`config.mk`:
```
export PLATFORM = sky130hd
export DESIGN_NAME = edge_event_detector_flat
export DESIGN_NICKNAME = d
export VERILOG_FILES = /design/src/rtl/edge_event_detector_if.sv /design/src/rtl/edge_event_detector.sv /design/src/flat_wrapper.sv
export SDC_FILE = /design/constraint.sdc
export NUM_CORES = 1
export LEC_CHECK = 0
export BUFFER_PORTS_ARGS = -buffer_cell sky130_fd_sc_hd__buf_2
export CORE_UTILIZATION = 50
export DETAILED_ROUTE_END_ITERATION = 8
export MAX_ROUTING_LAYER = met4
export PLACE_DENSITY_LB_ADDON = 0.25
export SYNTH_ARGS = -nofsm -noshare
export SYNTH_HDL_FRONTEND = slang
export SYNTH_SLANG_ARGS = --single-unit
```
`constraint.sdc`:
```
create_clock -name clk -period 3 [get_ports clk]
set_clock_uncertainty 0.2 [all_clocks]
set_input_delay 0.15 -clock clk [delete_from_list [all_inputs] [get_ports clk]]
set_output_delay 0.15 -clock clk [all_outputs]
set_load 0.1 [all_outputs]
```
`src/rtl/edge_event_detector_if.sv`:
```
// Bundle of the per-channel input-conditioner signals.
//   master : the side that drives raw pins and per-channel config
//            (signal_in, edge_mode, repeat_en); it receives the conditioned
//            outputs (level_out, rise_pulse, fall_pulse, event_pulse).
//   slave  : the conditioner itself.
// edge_mode packs 2 bits per channel in [2i+1:2i]:
//   00 rise, 01 fall, 10 both, 11 events off.
interface edge_event_detector_if #(
    parameter int CHANNELS = 4
);
    logic [CHANNELS-1:0]   signal_in;
    logic [2*CHANNELS-1:0] edge_mode;
    logic [CHANNELS-1:0]   repeat_en;
    logic [CHANNELS-1:0]   level_out;
    logic [CHANNELS-1:0]   rise_pulse;
    logic [CHANNELS-1:0]   fall_pulse;
    logic [CHANNELS-1:0]   event_pulse;

    modport master (
        output signal_in, edge_mode, repeat_en,
        input  level_out, rise_pulse, fall_pulse, event_pulse
    );

    modport slave (
        input  signal_in, edge_mode, repeat_en,
        output level_out, rise_pulse, fall_pulse, event_pulse
    );
endinterface

```
`src/rtl/edge_event_detector.sv`:
```
// Multi-channel button/switch conditioner.
// Each channel synchronises its raw pin through 2 flops, debounces it
// (DEBOUNCE_CYCLES consecutive differing samples accept a new level),
// emits registered rise/fall pulses, and a mode-selected event pulse that
// can also carry hold-to-auto-repeat ticks.
// Ports:
//   clk      system clock
//   reset_n  asynchronous active-low reset; clears every flop
//   bus      edge_event_detector_if.slave (signal_in, edge_mode, repeat_en in;
//            level_out, rise_pulse, fall_pulse, event_pulse out)
// All outputs are registered.

module eed_channel #(
    parameter int DEBOUNCE_CYCLES = 500000,
    parameter int REPEAT_DELAY    = 25000000,
    parameter int REPEAT_PERIOD   = 5000000
) (
    input  logic       clk,
    input  logic       reset_n,
    input  logic       raw_i,
    input  logic [1:0] mode_i,
    input  logic       rep_en_i,
    output logic       level_o,
    output logic       rise_o,
    output logic       fall_o,
    output logic       event_o
);
    // A parameter of 1 still needs a 1-bit counter.
    localparam int DW  = (DEBOUNCE_CYCLES > 1) ? $clog2(DEBOUNCE_CYCLES) : 1;
    localparam int RDW = (REPEAT_DELAY    > 1) ? $clog2(REPEAT_DELAY)    : 1;
    localparam int RPW = (REPEAT_PERIOD   > 1) ? $clog2(REPEAT_PERIOD)   : 1;
    localparam int RW  = (RDW > RPW) ? RDW : RPW;

    localparam logic [DW-1:0] D_LAST   = DW'(DEBOUNCE_CYCLES - 1);
    localparam logic [RW-1:0] RDL_LAST = RW'(REPEAT_DELAY - 1);
    localparam logic [RW-1:0] RPR_LAST = RW'(REPEAT_PERIOD - 1);

    typedef enum logic [1:0] {
        RPT_IDLE   = 2'd0,
        RPT_DELAY  = 2'd1,
        RPT_REPEAT = 2'd2
    } rpt_state_t;

    logic          sync1_q, sync2_q;
    logic          level_q, level_d;
    logic [DW-1:0] dcnt_q, dcnt_d;
    logic          rise_q, fall_q, event_q;
    logic          rise_d, fall_d;
    logic          edge_sel;
    logic          tick_allow;
    logic [RW-1:0] rcnt_q;
    rpt_state_t    state_q;

    // Debounce: any sample matching the current level restarts the window.
    // The >= compare makes the counter stop at its terminal value even if
    // it were ever disturbed, instead of wrapping.
    always_comb begin
        level_d = level_q;
        dcnt_d  = dcnt_q;
        rise_d  = 1'b0;
        fall_d  = 1'b0;
        if (sync2_q == level_q) begin
            dcnt_d = '0;
        end else if (dcnt_q >= D_LAST) begin
            level_d = ~level_q;
            dcnt_d  = '0;
            rise_d  = ~level_q;
            fall_d  = level_q;
        end else begin
            dcnt_d = dcnt_q + DW'(1);
        end
    end

    always_comb begin
        edge_sel = 1'b0;
        unique case (mode_i)
            2'b00:   edge_sel = rise_d;
            2'b01:   edge_sel = fall_d;
            2'b10:   edge_sel = rise_d | fall_d;
            default: edge_sel = 1'b0;
        endcase
    end

    // Ticks are muted in mode 11 but the repeat timer keeps running.
    assign tick_allow = (mode_i != 2'b11);

    always_ff @(posedge clk or negedge reset_n) begin
        if (!reset_n) begin
            sync1_q <= 1'b0;
            sync2_q <= 1'b0;
            level_q <= 1'b0;
            dcnt_q  <= '0;
            rise_q  <= 1'b0;
            fall_q  <= 1'b0;
        end else begin
            sync1_q <= raw_i;
            sync2_q <= sync1_q;
            level_q <= level_d;
            dcnt_q  <= dcnt_d;
            rise_q  <= rise_d;
            fall_q  <= fall_d;
        end
    end

    // Auto-repeat FSM. event_q is written here so an edge and a tick in the
    // same cycle merge into a single pulse. A fall (or repeat_en dropping)
    // wins over a tick due in the same cycle.
    always_ff @(posedge clk or negedge reset_n) begin
        if (!reset_n) begin
            state_q <= RPT_IDLE;
            rcnt_q  <= '0;
            event_q <= 1'b0;
        end else begin
            event_q <= edge_sel;
            if (fall_d || !rep_en_i) begin
                state_q <= RPT_IDLE;
                rcnt_q  <= '0;
            end else begin
                unique case (state_q)
                    RPT_IDLE: begin
                        if (rise_d) begin
                            state_q <= RPT_DELAY;
                            rcnt_q  <= '0;
                        end
                    end
                    RPT_DELAY: begin
                        if (rcnt_q >= RDL_LAST) begin
                            state_q <= RPT_REPEAT;
                            rcnt_q  <= '0;
                            event_q <= edge_sel | tick_allow;
                        end else begin
                            rcnt_q <= rcnt_q + RW'(1);
                        end
                    end
                    RPT_REPEAT: begin
                        if (rcnt_q >= RPR_LAST) begin
                            rcnt_q  <= '0;
                            event_q <= edge_sel | tick_allow;
                        end else begin
                            rcnt_q <= rcnt_q + RW'(1);
                        end
                    end
                    default: begin
                        state_q <= RPT_IDLE;
                        rcnt_q  <= '0;
                    end
                endcase
            end
        end
    end

    assign level_o = level_q;
    assign rise_o  = rise_q;
    assign fall_o  = fall_q;
    assign event_o = event_q;
endmodule

module edge_event_detector #(
    parameter int CHANNELS        = 4,
    parameter int DEBOUNCE_CYCLES = 500000,
    parameter int REPEAT_DELAY    = 25000000,
    parameter int REPEAT_PERIOD   = 5000000
) (
    input  logic                  clk,
    input  logic                  reset_n,
    edge_event_detector_if.slave  bus
);
    logic [CHANNELS-1:0] level_w, rise_w, fall_w, event_w;

    for (genvar g = 0; g < CHANNELS; g++) begin : g_ch
        eed_channel #(
            .DEBOUNCE_CYCLES (DEBOUNCE_CYCLES),
            .REPEAT_DELAY    (REPEAT_DELAY),
            .REPEAT_PERIOD   (REPEAT_PERIOD)
        ) u_ch (
            .clk      (clk),
            .reset_n  (reset_n),
            .raw_i    (bus.signal_in[g]),
            .mode_i   (bus.edge_mode[2*g+1:2*g]),
            .rep_en_i (bus.repeat_en[g]),
            .level_o  (level_w[g]),
            .rise_o   (rise_w[g]),
            .fall_o   (fall_w[g]),
            .event_o  (event_w[g])
        );
    end

    assign bus.level_out   = level_w;
    assign bus.rise_pulse  = rise_w;
    assign bus.fall_pulse  = fall_w;
    assign bus.event_pulse = event_w;
endmodule

```
`src/flat_wrapper.sv`:
```
// flat-port wrapper written by rule: the top's interface ports become plain ports
module edge_event_detector_flat 
#(
    parameter int CHANNELS        = 4,
    parameter int DEBOUNCE_CYCLES = 500000,
    parameter int REPEAT_DELAY    = 25000000,
    parameter int REPEAT_PERIOD   = 5000000
)
  (clk, reset_n, bus_signal_in, bus_edge_mode, bus_repeat_en, bus_level_out, bus_rise_pulse, bus_fall_pulse, bus_event_pulse);
  edge_event_detector_if #(.CHANNELS(CHANNELS)) bus_i ();
  input  logic clk;
  input  logic reset_n;
  input wire logic [$bits(bus_i.signal_in)-1:0] bus_signal_in;
  input wire logic [$bits(bus_i.edge_mode)-1:0] bus_edge_mode;
  input wire logic [$bits(bus_i.repeat_en)-1:0] bus_repeat_en;
  output wire logic [$bits(bus_i.level_out)-1:0] bus_level_out;
  output wire logic [$bits(bus_i.rise_pulse)-1:0] bus_rise_pulse;
  output wire logic [$bits(bus_i.fall_pulse)-1:0] bus_fall_pulse;
  output wire logic [$bits(bus_i.event_pulse)-1:0] bus_event_pulse;
  assign bus_i.signal_in = bus_signal_in;
  assign bus_i.edge_mode = bus_edge_mode;
  assign bus_i.repeat_en = bus_repeat_en;
  assign bus_level_out = bus_i.level_out;
  assign bus_rise_pulse = bus_i.rise_pulse;
  assign bus_fall_pulse = bus_i.fall_pulse;
  assign bus_event_pulse = bus_i.event_pulse;
  edge_event_detector #(.CHANNELS(CHANNELS), .DEBOUNCE_CYCLES(DEBOUNCE_CYCLES), .REPEAT_DELAY(REPEAT_DELAY), .REPEAT_PERIOD(REPEAT_PERIOD)) u_core (.clk(clk), .reset_n(reset_n), .bus(bus_i));
endmodule
```
==> impl_results.md <==
* Result of the run: complete, no violations
* Number of nets in the finished design at 1,429
* Kind of start point of the critical path: register
* DR pass1 iterations at 5
* Number of warnings reported in the yosys synthesis log at 0
* Asr flop ratio synth at 1.00
* Die outline height at 157 um
* Die area at 24,800 um^2
* Level count of the clock H-tree at 1
* Post-DRT Antenna Nets at 0
* Count of different cell masters after synthesis at 77
* Root buffer cell: sky130_fd_sc_hd__clkbuf_16
* Post-detailed-routing wire length at 26,000 um
* Total gr overflow at 0
* Global-route wire length before repair at 45,300 um
* Most common library cell in the layout ignoring fill and taps: sky130_fd_sc_hd__dfrtp_1
* Final standard cell area without fillers at 13,700 um^2
* Detailed-route vias per instance at 5.85
* Worst hold path class: input pin to async pin
* DR WL/cell at 15.1 um
* Pin count of the biggest net entering global routing at 90
* Post-synth net total at 1,384
* Top achievable clock speed at 346 MHz
* Final-report max-slew violation count at 0
* Register area share after synthesis at 0.431
* First-iteration detailed-routing DRC count at 709
* TritonCTS sink count at 208
* Largest fanout of any net on the critical path at 9
* Count of vias placed by the detailed router at 10,100
* Critical setup path kind: register to register
* Overall global routing resource usage at 0.225
* Period utilisation layout at 0.962
* Delay of the slowest critical-path stage at 0.44 ns
* RePlAce Congestion at 0.846
* Largest vdd supply drop at 0.418 mV
* Largest family of logic cells by synthesized area: simple AND/OR/NAND/NOR gates
* Actual slew at the worst max-slew pin at 0.734 ns
* Fraction of synthesized area in multiplexers at 0.0103
* Highest-count cells in the layout ignoring fill and taps: sky130_fd_sc_hd__dfrtp_1 (208), sky130_fd_sc_hd__nor2_1 (143), sky130_fd_sc_hd__nand2_1 (129)
* Post-synthesis compound-gate area fraction at 0.174
* Slowest stage cell, crit path: sky130_fd_sc_hd__or4b_1
* Signal arrival time at the worst endpoint at 3.12 ns
* CTS buffer count at 24
* Total chip power at 0.00602 W
* FP Rows at 56
* Via count of the first global-routing pass at 9,773
* Max-cap viol count at 0
* Worst-Skew Late Latency at 0.51 ns
* Area share of xor/xnor cells in the synthesized design at 0.0537
* Worst-path clk slew at 0.06 ns
* Adder-cell share of the synthesized area at 0.0249
* Post-placement cell area at 12,600 um^2
* Number of antenna violations at the first check in global routing at 0
* Share of final-layout standard cells stronger than drive strength 1 at 0.108
* Crit path time final at 2.89 ns
* # fillers at 2,135
* Die width at 157 um
* Placed cells at 1,661
* Crit path required time at 3.24 ns
* Ratio of total power to cell area at 441 nW/um^2
* Critical Path Source: u_core.g_ch[1].u_ch.rcnt_q[0]
* Layout overhead on the synthesized area at 13.2%
* Headroom to the max-slew limit at 0.510
* Mapped Cells at 1,342
* Hold Vio Cnt, Final at 0
* Mean post-synth cell area at 8.99 um^2
* Initial Util at 0.513
* Hpwl dp at 17,100 um
* Endpoints failing setup at 0
* Leakage dissipation at 5.80 nW
* Cell area after synthesis at 12,100 um^2
* Critical path endpoint category: register
* Simple-gate area share of the yosys netlist at 0.256
* Worst r2r src: u_core.g_ch[1].u_ch.rcnt_q[0]
* Area of the core at 23,500 um^2
* Boundary Pins at 34
* Count of state elements after synthesis at 208
* Total inserted antenna cells at 0
* Post-route non-filler standard cell count at 1,722
* PortBufs at 33
* Max Buffers Root-to-Sink at 3
* DRC Markers at 0
* Cell breakdown of the critical path: ha_1 > nand2_2 > nor4_1 > o311a_1 > a2111o_1 > o211ai_1 > buf_4 > or4b_1 > nand3_1
* TritonCTS clock tree: built
* Final Util at 0.580
* Number of synthesized flops with an enable pin at 0
* Most used DFF post-synth: sky130_fd_sc_hd__dfrtp_1
==> logic make-up (layout without fill, tap and decap cells) <==
| logic type | after synthesis | in the layout |
|---|---|---|
| buf+inv | 129 | 190 |
| flops | 208 | 208 |
| xor+xnor | 74 | 74 |
| compound gates | 288 | 288 |
| simple gates | 607 | 607 |
| fa+ha+maj | 24 | 24 |
| mux | 12 | 12 |
==> area by class of cell <==
cell class	instances	area, um^2	share of cell area
clock buffer	34	709	0.0519
clock inverter	8	96.3	0.00705
inverter	47	176	0.0129
multi-input combinational	1005	6310	0.462
sequential	208	5200	0.381
tap	319	399	0.0292
timing repair buffer	101	766	0.0561
==> metal layers <==
layer,vias up,wire length (um),part of all wire,track usage
met2,170,12200,0.47,0.364
li1,4992,-,-,-
met4,0,421,0.016,0.0587
met3,31,906,0.035,0.0275
met1,4879,12500,0.48,0.299
met5,-,0,0,-
==> worst max-delay path: cells and delay by family, from the launching register on <==
family | cells | cell delay, ns
compound gates | 3 | 0.98
simple gates | 4 | 0.70
fa+ha+maj | 1 | 0.27
flops | 1 | 0.42
buf+inv | 1 | 0.24
==> sequential cells by signal, indices dropped and copies added, names as in the netlist <==
register / flops
u_core.g_ch.u_ch.dcnt_q: 76
u_core.g_ch.u_ch.sync1_q: 4
u_core.g_ch.u_ch.level_o: 4
u_core.g_ch.u_ch.event_o: 4
u_core.g_ch.u_ch.rise_o: 4
u_core.g_ch.u_ch.sync2_q: 4
u_core.g_ch.u_ch.fall_o: 4
u_core.g_ch.u_ch.rcnt_q: 100
u_core.g_ch.u_ch.state_q: 8
==> power breakdown <==
| part | internal (W) | switching [W] |
|---|---|---|
| sequential | 0.00282 | 0.0000168 |
| clock | 0.00181 | 0.00116 |
| combinational | 0.0000687 | 0.000139 |
==> final timing paths <==
path                                                  endpoint  slack (ns)  cells past startpoint
worst max-delay path            u_core.g_ch[1].u_ch.rcnt_q[16]        0.11                      9
worst min-delay path             u_core.g_ch[0].u_ch.dcnt_q[3]        0.01                      2
worst max register to register  u_core.g_ch[1].u_ch.rcnt_q[16]        0.11                      9
worst min register to register     u_core.g_ch[1].u_ch.sync2_q        0.14                      0
max in group asynchronous       u_core.g_ch[2].u_ch.rcnt_q[16]        1.69                      3
min in group clk                   u_core.g_ch[3].u_ch.sync1_q        0.08                      2
==> Yosys cell counts (7+ instances only) <==
cell	n	area, um^2
sky130_fd_sc_hd__nand2b_1	18	113
sky130_fd_sc_hd__buf_4	20	150
sky130_fd_sc_hd__o21ai_1	23	115
sky130_fd_sc_hd__buf_2	11	55.1
sky130_fd_sc_hd__nand3_1	82	410
sky130_fd_sc_hd__a22oi_1	14	105
sky130_fd_sc_hd__o21ai_0	27	135
sky130_fd_sc_hd__o31ai_1	32	240
sky130_fd_sc_hd__a211oi_1	8	60.1
sky130_fd_sc_hd__xnor2_1	31	272
sky130_fd_sc_hd__nor2b_1	17	106
sky130_fd_sc_hd__nand2_1	130	488
sky130_fd_sc_hd__dfrtp_1	208	5200
sky130_fd_sc_hd__a31oi_1	33	206
sky130_fd_sc_hd__a211o_1	7	61.3
sky130_fd_sc_hd__o22ai_1	10	62.6
sky130_fd_sc_hd__or2_2	9	56.3
sky130_fd_sc_hd__mux2i_1	9	90.1
sky130_fd_sc_hd__a21oi_1	27	135
sky130_fd_sc_hd__inv_1	47	176
sky130_fd_sc_hd__nor2_1	143	537
sky130_fd_sc_hd__and3_1	38	238
sky130_fd_sc_hd__nor4_1	12	75.1
sky130_fd_sc_hd__or3_1	16	100
sky130_fd_sc_hd__xor2_1	43	377
sky130_fd_sc_hd__nand4_1	38	238
sky130_fd_sc_hd__a32oi_1	38	333
sky130_fd_sc_hd__clkbuf_1	44	165
sky130_fd_sc_hd__and4_1	20	175
sky130_fd_sc_hd__and2_1	29	181
sky130_fd_sc_hd__ha_1	24	300
sky130_fd_sc_hd__nor3_1	28	140
==> timing repair <==
item | 4_1_cts | 5_1_grt
endpoints found under the hold margin | 155 | 0
buffers inserted | 0 | 2
hold buffers | 17 | 0
setup endpoints to repair | 0 | 36
resized for setup | 0 | 4
==> per-stage QoR <==
| step | hold slack, ns | setup slack (ns) | setup TNS [ns] |
|---|---|---|---|
| final | 0.00992 | 0.114 | 0 |
| after global routing | 0.0687 | -0.00928 | -0.00928 |
| after CTS | 0.0489 | 0.0450 | 0 |
| after detailed placement | -0.00648 | 0.0567 | 0 |
| after global placement | -0.00362 | 0.104 | 0 |
| after floorplan | -0.346 | 0.412 | 0 |
Note: power is estimated with default switching activity, not from simulation.
